--- src/rtl/mem_stage_lsu.sv ---
// MEM-stage load/store unit: one dmem req/ack transaction per M-stage access, with
// store lane formatting, load extension, misalignment rejection and an ack timeout.
module mem_stage_lsu #(
  parameter int unsigned TIMEOUT_CYCLES = 255
) (
  input  logic        clk,
  input  logic        reset,
  input  logic        MemReadM,
  input  logic        MemWriteM,
  input  logic [2:0]  Funct3M,
  input  logic [31:0] ALUResultM,
  input  logic [31:0] WriteDataM,
  output logic [31:0] ReadDataM,
  output logic        StallM,
  output logic        MisalignM,
  output logic        BusErrM,
  output logic        dmem_req,
  output logic        dmem_we,
  output logic [31:0] dmem_addr,
  output logic [31:0] dmem_wdata,
  output logic [3:0]  dmem_be,
  input  logic        dmem_ack,
  input  logic [31:0] dmem_rdata
);

  typedef enum logic [1:0] {IDLE, BUSY, DONE} state_t;

  localparam logic [7:0] LAST_CNT = 8'(TIMEOUT_CYCLES - 1);

  state_t      state;
  logic [7:0]  cnt;
  logic [1:0]  addr_lo;
  logic [2:0]  f3_q;

  logic        access;
  logic        is_byte;
  logic        is_half;
  logic        aligned;
  logic [31:0] st_wdata;
  logic [3:0]  st_be;
  logic [31:0] shifted;
  logic [31:0] ld_data;

  assign access = MemReadM | MemWriteM;

  // Size decode: any code that is not B/BU/H/HU behaves as a word access.
  always_comb begin
    is_byte = (Funct3M == 3'b000) || (Funct3M == 3'b100);
    is_half = (Funct3M == 3'b001) || (Funct3M == 3'b101);
    if (is_byte)      aligned = 1'b1;
    else if (is_half) aligned = ~ALUResultM[0];
    else              aligned = (ALUResultM[1:0] == 2'b00);
  end

  always_comb begin
    st_wdata = WriteDataM;
    st_be    = 4'b1111;
    if (is_byte) begin
      st_wdata = {4{WriteDataM[7:0]}};
      st_be    = 4'b0001 << ALUResultM[1:0];
    end else if (is_half) begin
      st_wdata = {2{WriteDataM[15:0]}};
      st_be    = 4'b0011 << ALUResultM[1:0];
    end
  end

  // Load extraction works from the captured offset/size, never the live inputs.
  always_comb begin
    shifted = dmem_rdata >> {addr_lo, 3'b000};
    case (f3_q)
      3'b000:  ld_data = {{24{shifted[7]}}, shifted[7:0]};
      3'b001:  ld_data = {{16{shifted[15]}}, shifted[15:0]};
      3'b100:  ld_data = {24'b0, shifted[7:0]};
      3'b101:  ld_data = {16'b0, shifted[15:0]};
      default: ld_data = shifted;
    endcase
  end

  always_comb begin
    case (state)
      IDLE:    StallM = access & aligned;
      BUSY:    StallM = 1'b1;
      default: StallM = 1'b0;
    endcase
  end

  assign MisalignM = ~reset & (state == IDLE) & access & ~aligned;

  always_ff @(posedge clk or posedge reset) begin
    if (reset) begin
      state      <= IDLE;
      cnt        <= 8'd0;
      addr_lo    <= 2'b00;
      f3_q       <= 3'b000;
      ReadDataM  <= 32'd0;
      BusErrM    <= 1'b0;
      dmem_req   <= 1'b0;
      dmem_we    <= 1'b0;
      dmem_addr  <= 32'd0;
      dmem_wdata <= 32'd0;
      dmem_be    <= 4'b0000;
    end else begin
      BusErrM <= 1'b0;
      case (state)
        IDLE: begin
          cnt <= 8'd0;
          if (access && aligned) begin
            state      <= BUSY;
            dmem_req   <= 1'b1;
            dmem_we    <= MemWriteM;
            dmem_addr  <= {ALUResultM[31:2], 2'b00};
            dmem_wdata <= st_wdata;
            dmem_be    <= MemWriteM ? st_be : 4'b0000;
            addr_lo    <= ALUResultM[1:0];
            f3_q       <= Funct3M;
          end
        end
        BUSY: begin
          if (dmem_ack) begin
            if (!dmem_we) ReadDataM <= ld_data;
            dmem_req <= 1'b0;
            state    <= DONE;
          end else if (cnt == LAST_CNT) begin
            dmem_req  <= 1'b0;
            ReadDataM <= 32'd0;
            BusErrM   <= 1'b1;
            state     <= DONE;
          end else begin
            cnt <= cnt + 8'd1;
          end
        end
        default: begin
          cnt   <= 8'd0;
          state <= IDLE;
        end
      endcase
    end
  end

endmodule
--- config.mk ---
export PLATFORM = sky130hd
export DESIGN_NAME = mem_stage_lsu
export DESIGN_NICKNAME = d
export VERILOG_FILES = /design/src/rtl/mem_stage_lsu.sv
export SDC_FILE = /design/constraint.sdc
export NUM_CORES = 1
export LEC_CHECK = 0
export ABC_AREA = 1
export CAP_MARGIN = 40
export CORE_MARGIN = 8
export CORE_UTILIZATION = 46
export DETAILED_ROUTE_END_ITERATION = 8
export MAX_ROUTING_LAYER = met4
export PLACE_DENSITY_LB_ADDON = 0.1
export SLEW_MARGIN = 20
export SYNTH_ARGS = -nofsm -noshare
export SYNTH_HDL_FRONTEND = slang
export SYNTH_SLANG_ARGS = --single-unit
--- constraint.sdc ---
create_clock -name clk -period 4.65 [get_ports clk]
set_clock_uncertainty 0.1 [all_clocks]
set_input_delay 0.465 -clock clk [delete_from_list [all_inputs] [get_ports clk]]
set_output_delay 0.465 -clock clk [all_outputs]
set_load 0.01 [all_outputs]
After elaboration in Yosys (flattened, before gate mapping)
Cells that the tools add are included.
W data, S select, Z words.
{ "totals": {"ff_bits": 116, "wordCells": 76} }
{ "classes": {"addsub": 1, "n_eq_ne": 13, "bitwise": 8, "n_mux": 26, "shift": 3, "n_reduce_logical": 14} }
{ "ops": {"columns": ["operator", "count"], "rows": [
  ["$mux W32", 5],
  ["$pmux W32 S4", 1],
  ["$shr A32 B5 Y32", 1],
  ["$mux W8", 3],
  ["$eq A3 B3 Y1 const B", 4],
  ["$mux W4", 3],
  ["$add A8 B1 Y8 const B", 1],
  ["$eq A8 B8 Y1 const B", 1],
  ["$mux W1", 8],
  ["$eq A3 B1 Y1 const B", 2],
  ["$logic_not A3 Y1", 2],
  ["$mux W2", 3],
  ["$ne A2 B2 Y1 const B", 3],
  ["$reduce_and A2 Y1", 3],
  ["$reduce_and A3 Y1", 2],
  ["$and A1 B1 Y1", 4],
  ["$logic_not A2 Y1", 2],
  ["$pmux W1 S2", 2],
  ["$pmux W2 S2", 1],
  ["$reduce_bool A2 Y1", 2],
  ["$shl A1 B2 Y4 const A", 1],
  ["$shl A2 B2 Y4 const A", 1],
  ["$ne A3 B3 Y1 const B", 1],
  ["$not A1 Y1", 3],
  ["5 further kinds", 6]
]} }

Depth between registers and ports, before layout
{ "logic_depth": {"word_depth": 7, "depth_mapped": 11} }

Worst setup path before layout
Ideal clock, no wire load.
{ "synth_path": {"path_type": "input port to output port", "start": "input reset", "end": "output MisalignM", "t_arrival_ns": 3.337, "cell_stages": 3, "slack_ns": 0.748, "n_path_buf": 0, "t_required_ns": 4.085, "cell_sequence": "inv_1 -> nand3_1 -> nor2_1"} }
{ "synth_via": {"elab_chain_len": 4} }
{ "synth_rtl": {"columns": ["item", "line_no", "source"], "rows": [
  ["from (decl)", "7", "input logic reset,"],
  ["$not A1 Y1", "87", "assign MisalignM = ~reset & (state == IDLE) & access & ~aligned;"],
  ["$and A1 B1 Y1 (3 in series)", "87", null],
  ["to (decl)", "15", "output logic MisalignM,"]
]} }
Every way passes these cells.

Final worst setup path
{ "layout_path": {"start": "input Funct3M[1]", "end": "output StallM"} }
{ "layout_via": {"elab_chain_len": 6, "elab_cells_between_ends": 10, "classes_between": "eq/ne: 3; mux: 3; bitwise: 1; reduce/logical: 3"} }
{ "layout_rtl": {"columns": ["item", "line_no", "source"], "rows": [
  ["from (decl)", "10", "input logic [2:0] Funct3M,"],
  ["$eq A3 B1 Y1 / $eq A3 B3 Y1 (equally long branches)", "49", "is_half = (Funct3M == 3'b001) || (Funct3M == 3'b101);"],
  ["$logic_or A1 B1 Y1", "49", null],
  ["$mux W1", "51", "else if (is_half) aligned = ~ALUResultM[0];"],
  ["$mux W1 *", "50", "if (is_byte) aligned = 1'b1;"],
  ["$and A1 B1 Y1 *", "81", "IDLE: StallM = access & aligned;"],
  ["$pmux W1 S2 *", "80", "case (state)"],
  ["to (decl)", "14", "output logic StallM,"]
]} }
Every way passes the cells marked *; elsewhere a longest branch is shown, timed or not.

==> run_results.csv <==
group,metric,value,unit
power_and_ir_drop,ir_worst_vdd,366.2,uV
final_layout,drive_gt1_share,6.327,%
placement,place.gp.congestion,0.8443,
synthesis,synth_area,0.005893,sq mm
clock_network,ctsHoldBuffers,0,
clock_network,path_clk_slew,50,ps
die,fp.dieW,129.2,microns
power_and_ir_drop,power_density,616.3,mW/mm^2
synthesis,synth_cell_type_count,33,
synthesis,ys.warnings.count,0,
hold_path,hold_path.class,"register to register",
worst_setup_path,worstPathCellList,"clkdlybuf4s50_1 > inv_2 > nand2_4 > o22ai_2 > inv_2 > nand3_4 > nand2_1 > clkdlybuf4s50_1",
clock_network,clockBufferDepth,2,
worst_setup_path,reg2reg_depth,7,
placement,dpl.hpwl,12.45,mm
timing,hold_viol,0,
detailed_routing,ant_nets,0,
worst_setup_path,cp_max_fo,30,
clock_network,cts.sinks,116,
synthesis,synth_edf_count,0,
global_route,globalRouteOverflowTotal,0,
synthesis,ys_ff_latch,116,
final_layout,design_area,0.008588,sq mm
timing,worst_pin_slew,805.8,ps
die,start_util,46.89,%
clock_network,clk_latency,410,ps
timing,period_share,70.94,%
synthesis,synth_area_per_cell,7.565,sq um
worst_setup_path,startpoint_type,"primary input",
global_route,grt_pass1_vias,5481,
synthesis,synth_area_leaders,"dfrtp_1 (49%), nand2_1 (25%), o21ai_1 (3.1%), nor2_1 (2.9%), nand3_1 (2.7%)",
die,coreArea,0.01257,sq mm
worst_setup_path,arrival,2730,ps
detailed_routing,vias,5501,
clock_network,post-cts-setup-buffers,0,
placement,placed_area,0.007913,sq mm
detailed_routing,wire_per_inst,14.96,microns
timing,setup_viol,0,
die,rows,41,
synthesis,postSynth.asyncResetShare,100.0,%
die,die_area,0.01669,sq mm
timing,fin_crit,3299,ps
detailed_routing,drtIter0Drc,382,
detailed_routing,wirelength,17.23,mm
timing,max_slew_margin,46.28,%
clock_network,cts_made_buffers,17,
die,fp.dieH,129.2,microns
clock_network,cts_resized,0,
timing,slew_violations,0,
flow_run,drv_cap,0,
clock_network,tritoncts,"yes",
detailed_routing,drc,0,
worst_setup_path,crit_path_max_incr_delay,680,ps
final_layout,fin_nets,1077,
synthesis,synth_ff_type,"dfrtp_1",
final_layout,area_growth,45.73,%
placement,port-buffer-count,206,
final_layout,fin_util,68.33,%
outcome,status,"finished, final reports clean",
die,pin_count,209,
timing,rsz0062_at_grt,"false",
global_route,grt_usage,21.71,%
final_layout,antenna_cells,0,
worst_setup_path,critical_path_class,"primary input to output port",
worst_setup_path,required,4090,ps
synthesis,yosysSeqAreaShare,49.26,%
power_and_ir_drop,p_leak,0.004250,uW
timing,fmax,0.3031,GHz
worst_setup_path,slowest_stage,"clkdlybuf4s50_1",
synthesis,syn_inst,779,
final_layout,fill_cells,1079,
detailed_routing,vias_per_cell,4.775,
global_route,grt_pass1_wl,27.49,mm
hold_path,hold_path_depth,2,
synthesis,yosysTopAreaCellShare,49.26,%
timing,setup_tns,0,ps
global_route,grt_max_degree,85,
clock_network,cts-root-buf,"clkbuf_16",
synthesis,yosysTopAreaCell,"dfrtp_1",
global_route,antenna_found_initial,0,
detailed_routing,firstDrtPassIters,4,
worst_setup_path,crit_path_end_kind,"output port",
clock_network,htreeDepth,4,
-- per-layer routing --
layer	vias up	part of all wire, %	global-route usage [%]
met4	0	1.6	8.086
met5	-	0	-
met1	2519	43	26.07
met2	166	47	33.43
met3	22	8.6	7.108
li1	2794	-	-
-- cell usage after synthesis, types with 5 or more instances --
| library cell | instances |
|---|---|
| o21ai_1 | 36 |
| a21oi_1 | 8 |
| buf_6 | 12 |
| o21ai_0 | 23 |
| dfrtp_1 | 116 |
| nand3_1 | 32 |
| ha_1 | 6 |
| clkbuf_1 | 11 |
| nand2_1 | 386 |
| buf_4 | 6 |
| o21ai_2 | 7 |
| o211ai_1 | 7 |
| nor2_1 | 45 |
| inv_2 | 5 |
| buf_2 | 10 |
| inv_1 | 40 |
-- logic make-up (layout without fill, tap and decap cells) --
logic type | Yosys count | count (layout) | share of synthesized area (%)
buffers and inverters | 89 | 289 | 8.195
DFF | 116 | 116 | 49.26
AOI/OAI and AO/OA | 85 | 85 | 8.153
adders and majority gates | 6 | 6 | 1.274
xor gates and xnor gates | 2 | 2 | 0.2973
and+or+nand+nor | 480 | 480 | 32.76
other | 1 | 2 | 0.06363
-- power by group --
part	internal (uW)	leakage (uW)	switching (uW)
Combinational	1070	0.00246	1090
Clock	972	0.000320	448
Sequential	1410	0.00147	299
-- layout make-up --
type | instances | area, sq um | area share (%)
well taps | 172 | 215.2 | 2.506
clock inverters | 11 | 180.2 | 2.098
clock buffers | 21 | 460.4 | 5.361
inverters | 45 | 171.4 | 1.996
repair buffers | 212 | 2147 | 25.00
multi-input cells | 575 | 2511 | 29.24
flip-flops and latches | 116 | 2903 | 33.80
-- flip-flops by register name (all words and copies together), names as in the netlist, 2 cells and up --
register,cells
dmem_be,4
dmem_wdata,32
cnt,8
f3_q,3
state,2
ReadDataM,32
addr_lo,2
dmem_addr,30
-- critical path: cells and delay by family --
kind,cells,cell delay [ps]
AO/OA/AOI/OAI,1,80
buffers and inverters,4,1570
AND/OR/NAND/NOR,3,610
-- final timing paths --
kind                                      end          start  slack [ps]
worst max-delay path                   StallM     Funct3M[1]        1350
min in group asynchronous       ReadDataM[31]          reset         540
worst max register to register  ReadDataM[16]     addr_lo[0]        2210
worst min register to register  ReadDataM[11]  ReadDataM[11]         370
worst min-delay path            ReadDataM[11]  ReadDataM[11]         370
max in group asynchronous        dmem_addr[9]          reset        2700
-- through the flow --
| step | total power (uW) | hold slack [ps] | cells | setup slack (ps) |
|---|---|---|---|---|
| 2_1_floorplan | 2805 | 355.0 | 780 | 748.3 |
| 3_3_place_gp | 3844 | 354.0 | 1117 | 1375 |
| 3_5_place_dp | 3882 | 358.2 | 1118 | 1348 |
| 4_1_cts | 5332 | 370.8 | 1150 | 1345 |
| 5_1_grt | 5645 | 390.8 | 1152 | 1180 |
| 6_report | 5293 | 365.8 | 1152 | 1351 |
-- layout by cell type (no fill, tap or decap), types with 5 or more instances in the layout --
cell type | synthesis | routed
bufinv_16 | 0 | 5
o211ai_1 | 7 | 7
o21ai_2 | 7 | 7
dfrtp_1 | 116 | 116
nand3_1 | 32 | 32
o21ai_0 | 23 | 23
nand2_1 | 386 | 386
o21ai_1 | 36 | 36
clkbuf_16 | 0 | 17
nor2_1 | 45 | 45
clkinv_2 | 0 | 6
clkdlybuf4s50_1 | 0 | 206
inv_2 | 5 | 5
inv_1 | 40 | 39
ha_1 | 6 | 6
a21oi_1 | 8 | 8
Note: power is estimated with default switching activity, not from simulation.
